<file path="src/rtl/arbiter_pkg.sv">
// Shared types and sizing helpers for the arbiter grant-mux stage.
// Holds the FSM state type, the skid FIFO geometry and the index-width helper.
package arbiter_pkg;

   typedef enum logic [1:0] {
      IDLE    = 2'd0,
      XFER    = 2'd1,
      DRAIN   = 2'd2,
      RELEASE = 2'd3
   } arb_state_e;

   localparam int FIFO_DEPTH = 2;
   localparam int FIFO_CNT_W = $clog2(FIFO_DEPTH + 1);
   localparam int FIFO_PTR_W = (FIFO_DEPTH > 1) ? $clog2(FIFO_DEPTH) : 1;

   // A single requester still needs a 1-bit select register.
   function automatic int idx_width(input int n);
      return (n > 1) ? $clog2(n) : 1;
   endfunction

endpackage

</file>
<file path="src/rtl/arbiter_skid_fifo.sv">
// Small skid FIFO between the selected requester and the master stream.
// Head entry is presented combinationally; occupancy is exported for the drain logic.
module arbiter_skid_fifo
   import arbiter_pkg::*;
#(
   parameter int P_WIDTH = 33
) (
   input  logic                  clk,
   input  logic                  rst,
   input  logic                  push_valid,
   output logic                  push_ready,
   input  logic [P_WIDTH-1:0]    push_data,
   output logic                  pop_valid,
   input  logic                  pop_ready,
   output logic [P_WIDTH-1:0]    pop_data,
   output logic [FIFO_CNT_W-1:0] count
);

   logic [P_WIDTH-1:0]    mem_q [FIFO_DEPTH];
   logic [P_WIDTH-1:0]    mem_d [FIFO_DEPTH];
   logic [FIFO_PTR_W-1:0] wr_ptr_q, wr_ptr_d;
   logic [FIFO_PTR_W-1:0] rd_ptr_q, rd_ptr_d;
   logic [FIFO_CNT_W-1:0] count_q, count_d;
   logic                  push;
   logic                  pop;

   function automatic logic [FIFO_PTR_W-1:0] ptr_inc(input logic [FIFO_PTR_W-1:0] p);
      return (p == FIFO_PTR_W'(FIFO_DEPTH - 1)) ? '0 : p + FIFO_PTR_W'(1);
   endfunction

   // Full blocks the push even when a pop happens in the same cycle.
   assign push_ready = (count_q != FIFO_CNT_W'(FIFO_DEPTH));
   assign pop_valid  = (count_q != '0);
   assign pop_data   = mem_q[rd_ptr_q];
   assign count      = count_q;
   assign push       = push_valid & push_ready;
   assign pop        = pop_valid & pop_ready;

   always_comb begin
      mem_d    = mem_q;
      wr_ptr_d = wr_ptr_q;
      rd_ptr_d = rd_ptr_q;
      count_d  = count_q;
      if (push) begin
         mem_d[wr_ptr_q] = push_data;
         wr_ptr_d        = ptr_inc(wr_ptr_q);
      end
      if (pop) begin
         rd_ptr_d = ptr_inc(rd_ptr_q);
      end
      case ({push, pop})
         2'b10:   count_d = count_q + FIFO_CNT_W'(1);
         2'b01:   count_d = count_q - FIFO_CNT_W'(1);
         default: count_d = count_q;
      endcase
   end

   always_ff @(posedge clk) begin
      if (rst) begin
         mem_q    <= '{default: '0};
         wr_ptr_q <= '0;
         rd_ptr_q <= '0;
         count_q  <= '0;
      end else begin
         mem_q    <= mem_d;
         wr_ptr_q <= wr_ptr_d;
         rd_ptr_q <= rd_ptr_d;
         count_q  <= count_d;
      end
   end

endmodule

</file>
<file path="src/rtl/arbiter_grant_mux.sv">
// Routes the granted requester's burst onto one master stream and hands the grant back when drained.
// Optional ARBITER_GRANT_MUX_ONEHOT_CHK_EN adds a sticky err output for multi-bit grants seen in IDLE.
module arbiter_grant_mux
   import arbiter_pkg::*;
#(
   parameter int P_REQUESTER_NUM = 3,
   parameter int P_DATA_W        = 32
) (
   input  logic                                clk,
   input  logic                                rst,
   input  logic [P_REQUESTER_NUM-1:0]          grant_valid,
   output logic                                grant_ready,
   input  logic [P_REQUESTER_NUM-1:0]          req_valid,
   input  logic [P_REQUESTER_NUM*P_DATA_W-1:0] req_data,
   input  logic [P_REQUESTER_NUM-1:0]          req_last,
   output logic [P_REQUESTER_NUM-1:0]          req_ready,
   output logic                                m_valid,
   output logic [P_DATA_W-1:0]                 m_data,
   output logic                                m_last,
   input  logic                                m_ready
`ifdef ARBITER_GRANT_MUX_ONEHOT_CHK_EN
   ,
   output logic                                err
`endif
);

   localparam int IDX_W   = idx_width(P_REQUESTER_NUM);
   localparam int ENTRY_W = P_DATA_W + 1;

   arb_state_e                 state_q, state_d;
   logic [IDX_W-1:0]           sel_q, sel_d;
   logic                       grant_ready_q, grant_ready_d;
   logic [IDX_W-1:0]           grant_low_idx;
   logic                       grant_any;

   logic [P_DATA_W-1:0]        lane_data [P_REQUESTER_NUM];
   logic [P_REQUESTER_NUM-1:0] sel_oh;
   logic                       sel_valid;
   logic                       sel_last;
   logic [P_DATA_W-1:0]        sel_data;

   logic                       xfer_active;
   logic                       push_valid;
   logic                       push_ready;
   logic [ENTRY_W-1:0]         push_data;
   logic                       pop_valid;
   logic [ENTRY_W-1:0]         pop_data;
   logic [FIFO_CNT_W-1:0]      fifo_count;
   logic                       beat_accept;
   logic                       beat_pop;

`ifdef ARBITER_GRANT_MUX_ONEHOT_CHK_EN
   logic                       err_q, err_d;
   logic                       grant_multi;

   assign grant_multi = ($countones(grant_valid) > 1);
   assign err         = err_q;
`endif

   // Per-lane unpacking and select decode; the data path is an AND-OR mux on sel_oh.
   for (genvar gi = 0; gi < P_REQUESTER_NUM; gi++) begin : g_lane
      assign lane_data[gi] = req_data[gi*P_DATA_W +: P_DATA_W];
      assign sel_oh[gi]    = (sel_q == IDX_W'(gi));
      assign req_ready[gi] = xfer_active & push_ready & sel_oh[gi];
   end

   assign sel_valid = |(req_valid & sel_oh);
   assign sel_last  = |(req_last & sel_oh);

   always_comb begin
      sel_data = '0;
      for (int i = 0; i < P_REQUESTER_NUM; i++) begin
         if (sel_oh[i]) begin
            sel_data = sel_data | lane_data[i];
         end
      end
   end

   assign grant_any = (grant_valid != '0);

   always_comb begin
      grant_low_idx = '0;
      for (int i = P_REQUESTER_NUM - 1; i >= 0; i--) begin
         if (grant_valid[i]) begin
            grant_low_idx = IDX_W'(i);
         end
      end
   end

   assign xfer_active = (state_q == XFER);
   assign push_valid  = xfer_active & sel_valid;
   assign push_data   = {sel_last, sel_data};
   assign beat_accept = push_valid & push_ready;
   assign beat_pop    = pop_valid & m_ready;

   arbiter_skid_fifo #(
      .P_WIDTH (ENTRY_W)
   ) u_skid_fifo (
      .clk        (clk),
      .rst        (rst),
      .push_valid (push_valid),
      .push_ready (push_ready),
      .push_data  (push_data),
      .pop_valid  (pop_valid),
      .pop_ready  (m_ready),
      .pop_data   (pop_data),
      .count      (fifo_count)
   );

   assign m_valid     = pop_valid;
   assign m_data      = pop_data[P_DATA_W-1:0];
   assign m_last      = pop_data[P_DATA_W];
   assign grant_ready = grant_ready_q;

   always_comb begin
      state_d = state_q;
      sel_d   = sel_q;
`ifdef ARBITER_GRANT_MUX_ONEHOT_CHK_EN
      err_d   = err_q;
`endif
      case (state_q)
         IDLE: begin
            if (grant_any) begin
`ifdef ARBITER_GRANT_MUX_ONEHOT_CHK_EN
               if (grant_multi) begin
                  err_d = 1'b1;
               end else begin
                  sel_d   = grant_low_idx;
                  state_d = XFER;
               end
`else
               sel_d   = grant_low_idx;
               state_d = XFER;
`endif
            end
         end
         XFER: begin
            if (beat_accept && sel_last) begin
               state_d = DRAIN;
            end
         end
         DRAIN: begin
            // Nothing is pushed in DRAIN, so the last pop empties the FIFO this cycle.
            if ((fifo_count == '0) ||
                ((fifo_count == FIFO_CNT_W'(1)) && beat_pop && !beat_accept)) begin
               state_d = RELEASE;
            end
         end
         RELEASE: begin
            if (!grant_any) begin
               state_d = IDLE;
            end
         end
         default: state_d = IDLE;
      endcase
      grant_ready_d = (state_d == RELEASE);
   end

   always_ff @(posedge clk) begin
      if (rst) begin
         state_q       <= IDLE;
         sel_q         <= '0;
         grant_ready_q <= 1'b0;
      end else begin
         state_q       <= state_d;
         sel_q         <= sel_d;
         grant_ready_q <= grant_ready_d;
      end
   end

`ifdef ARBITER_GRANT_MUX_ONEHOT_CHK_EN
   always_ff @(posedge clk) begin
      if (rst) begin
         err_q <= 1'b0;
      end else begin
         err_q <= err_d;
      end
   end
`endif

endmodule
</file>
<file path="config.mk">
export PLATFORM = sky130hd
export DESIGN_NAME = arbiter_grant_mux
export DESIGN_NICKNAME = d
export VERILOG_FILES = /design/src/rtl/arbiter_pkg.sv /design/src/rtl/arbiter_skid_fifo.sv /design/src/rtl/arbiter_grant_mux.sv
export SDC_FILE = /design/constraint.sdc
export NUM_CORES = 1
export LEC_CHECK = 0
export CELL_PAD_IN_SITES_DETAIL_PLACEMENT = 1
export CELL_PAD_IN_SITES_GLOBAL_PLACEMENT = 1
export CORE_ASPECT_RATIO = 0.7
export CORE_UTILIZATION = 30
export DETAILED_ROUTE_END_ITERATION = 10
export PLACE_DENSITY_LB_ADDON = 0.25
export SETUP_SLACK_MARGIN = 0.1
export SLEW_MARGIN = 25
export SYNTH_ARGS = -nofsm -noshare
export SYNTH_HDL_FRONTEND = slang
export SYNTH_HIERARCHICAL = 1
export SYNTH_SLANG_ARGS = --single-unit
</file>
<file path="constraint.sdc">
create_clock -name clk -period 2.1 [get_ports clk]
set_input_delay 0.315 -clock clk [delete_from_list [all_inputs] [get_ports clk]]
set_output_delay 0.315 -clock clk [all_outputs]
set_load 0.02 [all_outputs]
</file>
==> impl_metrics.ini <==
[pwr]
leakagePower_nw = 2.415
p_per_area_nw_per_um2 = 735.8
ir_drop_v = 0.0003887

[logic_synthesis]
syn_inst = 494
yosys.area.top_type = dfxtp_1
ys_async_sr_fraction_pct = 0
ys_warn_count = 6
ys_seq_area_share_pct = 34.85
synthTopCellsByCount = o21ai_0, dfxtp_1, nand2b_1
synthMostInstantiatedCell = o21ai_0
synth_area_leaders = dfxtp_1, mux2i_1, o21ai_0
syn_nets = 603
ys_ff_latch = 75
syn_area_um2 = 4308
synth_ff_type = dfxtp_1
synth_top_area_share_pct = 34.85
yosysUniqueCellTypes = 35
avgSynthCellArea_um2 = 8.720
synth_edf_count = 0

[cts]
cts.path.max_buffers = 2
clkLatencyLatePin_ns = 0.33
cts_tree = built
cts_max_level = 3
cts.sinks = 75
numCtsBuffers = 9
cts_root_buf = clkbuf_16
clk_pin_slew_worst_paths_ns = 0.05

[route]
drt_drc_violations_left = 0
drt-initial-drc-count = 159
viasPerCell = 4.840
drt_pass1_iterations = 4
vias = 4022
ant_nets = 0
wirelength_um = 13930
routedWlPerCell_um = 16.76

[finish]
drive_above_1_share_pct = 14.20
final_core_util_pct = 45.39
final_cells = 831
synthToLayoutAreaGrowth_pct = 47.11
n_fill_cell = 1647
fin_nets = 745
antenna_cells = 0

[sta]
max_slew_margin_pct = 70.54
worst_pin_slew_ns = 0.4420
hold_violations = 0
rsz0062_at_grt = yes
setup_viol = 0
period_share_pct = 95.73
finClkSkew_ns = 0.003602
maxSlewViolCount = 0
period_needed_ns = 2.010
fmax_mhz = 497.4

[setup_path]
cp.required_ns = 1.78
slowest_delay_ns = 0.35
rrSetupSlack_ns = 0.19
r2r_start = sel_q[1]$_SDFFE_PP0P_
r2r_cells = 8
crit_type = flip-flop to output port
worstSetupEndpointType = output port
critPathMaxFanout = 6
critical_path_arrival_ns = 1.70
crit_slowest_cell = dfxtp_1
path_cells = nor2b_4 -> inv_2 -> nand3b_1 -> buf_4 -> nor3b_2 -> buf_2
start_kind = flip-flop
reg2reg_to = u_skid_fifo/count[1]$_SDFFE_PP0P_

[floorplanning]
initial_utilization_pct = 30.85
rows = 36
coreArea_um2 = 13960
pin_count = 146
die_area_um2 = 14850
die_w_um = 145.2
chipHeight_um = 102.3

[min_path]
hold_end = sel_q[0]$_SDFFE_PP0P_
hold_start = rst
hold_class = primary input to flip-flop
min_delay_path_depth = 2

[grt]
grt_pass1_wl_um = 21980
grt_max_degree = 59
antenna_found_initial = 0
track_usage_pct = 18.77
grt_pass1_vias = 4216
overflow = 0

[placed_design]
hpwl_um = 9488
place_inst = 810
port_buffers = 145
gp_congestion = 0.7445

[job]
drv_cap = 0

[outcome]
status = complete, no violations
==> worst max path at each step <==
stage | start | to | depth (start not counted)
4_1_cts | u_skid_fifo/count[1]$_SDFFE_PP0P_ | req_ready[2] | 5
5_1_grt | u_skid_fifo/count[1]$_SDFFE_PP0P_ | req_ready[2] | 6
3_3_place_gp | req_valid[1] | u_skid_fifo/count[1]$_SDFFE_PP0P_ | 8
2_1_floorplan | sel_q[0]$_SDFFE_PP0P_ | u_skid_fifo/count[1]$_SDFFE_PP0P_ | 8
3_5_place_dp | req_valid[1] | u_skid_fifo/count[1]$_SDFFE_PP0P_ | 8
6_report | u_skid_fifo/count[1]$_SDFFE_PP0P_ | req_ready[2] | 6
==> cells by family after synthesis <==
logic type | after synthesis | synth area share [%]
AO/OA/AOI/OAI | 113 | 14.03
buffers and inverters | 44 | 5.170
XOR/XNOR | 3 | 0.6100
flip-flops | 75 | 34.85
AND/OR/NAND/NOR | 158 | 20.85
multiplexers | 100 | 24.19
adder cells (fa/ha/maj) | 1 | 0.2904
==> flip-flops by register name, indices dropped and copies added (netlist names) <==
register,cells
sel_q,2
u_skid_fifo/rd_ptr_q,1
u_skid_fifo/wr_ptr_q,1
u_skid_fifo/count,2
grant_ready,1
u_skid_fifo/mem_q,66
state_q,2
==> metrics by stage <==
| step | instance area, µm² | setup slack [ns] | hold slack, ns | setup TNS, ns | power, mW |
|---|---|---|---|---|---|
| 6_report | 6337 | 0.08968 | 0.4517 | 0 | 4.663 |
| 5_1_grt | 6337 | 0.01995 | 0.4920 | 0 | 4.900 |
| 4_1_cts | 6266 | 0.08923 | 0.4198 | 0 | 4.615 |
| 3_5_place_dp | 6020 | -0.1079 | 0.4667 | -0.6755 | 3.216 |
| 3_3_place_gp | 6020 | 0.004798 | 0.4541 | 0 | 3.176 |
| 2_1_floorplan | 4313 | 0.1872 | 0.3874 | 0 | 2.492 |
==> final cells by class <==
cell class / instances / area (µm²) / area share (%)
clock buffers: 14 / 264.0 / 4.166
inverters: 4 / 15.01 / 0.2369
repair buffers: 171 / 1685 / 26.59
well taps: 190 / 237.7 / 3.751
multi-input cells: 375 / 2615 / 41.26
flip-flops and latches: 75 / 1510 / 23.83
clock inverters: 2 / 10.01 / 0.1579
==> report_power, final <==
part	leakage [nW]	internal, mW	total, mW	switching, mW
Clock	0.137	0.862	1.43	0.572
Combinational	1.67	0.793	1.59	0.794
Sequential	0.610	1.55	1.64	0.0964
Total	2.42	3.20	4.66	1.46
==> layer usage <==
metal / global-route usage (%) / vias up / share of wire, %
li1: - / 1975 / -
met1: 24.21 / 1926 / 49
met2: 32.10 / 109 / 46
met3: 4.420 / 12 / 4.5
met4: 4.211 / 0 / 0.73
met5: 0 / - / 0
==> what timing repair did <==
action                     4_1_cts  5_1_grt
buffers inserted                 0        3
gates resized for setup         49        6
hold buffers                     0        0
cloned                           0        2
pin swaps                        1        2
setup endpoints to repair       37       47
==> cell usage in the layout, fill, tap and decap left out, types with 3 or more instances in the layout <==
| cell | n |
|---|---|
| nor3b_2 | 3 |
| o21ai_0 | 101 |
| nand2b_1 | 68 |
| clkbuf_16 | 11 |
| dfxtp_1 | 72 |
| nor2b_1 | 33 |
| nor2_1 | 6 |
| buf_12 | 5 |
| mux2_2 | 33 |
| buf_4 | 19 |
| nand2_1 | 35 |
| dlygate4sd2_1 | 33 |
| nor3_1 | 3 |
| clkbuf_1 | 3 |
| inv_1 | 3 |
| clkdlybuf4s50_1 | 107 |
| buf_2 | 4 |
| a21oi_1 | 4 |
| mux2i_1 | 66 |
| o21a_1 | 3 |
==> critical path: cells and delay by family (launching register included) <==
kind,cells,cell delay (ns)
and+or+nand+nor,3,0.53
buffers and inverters,3,0.49
DFF,1,0.35
No activity file was read; power rests on OpenSTA's default activity.
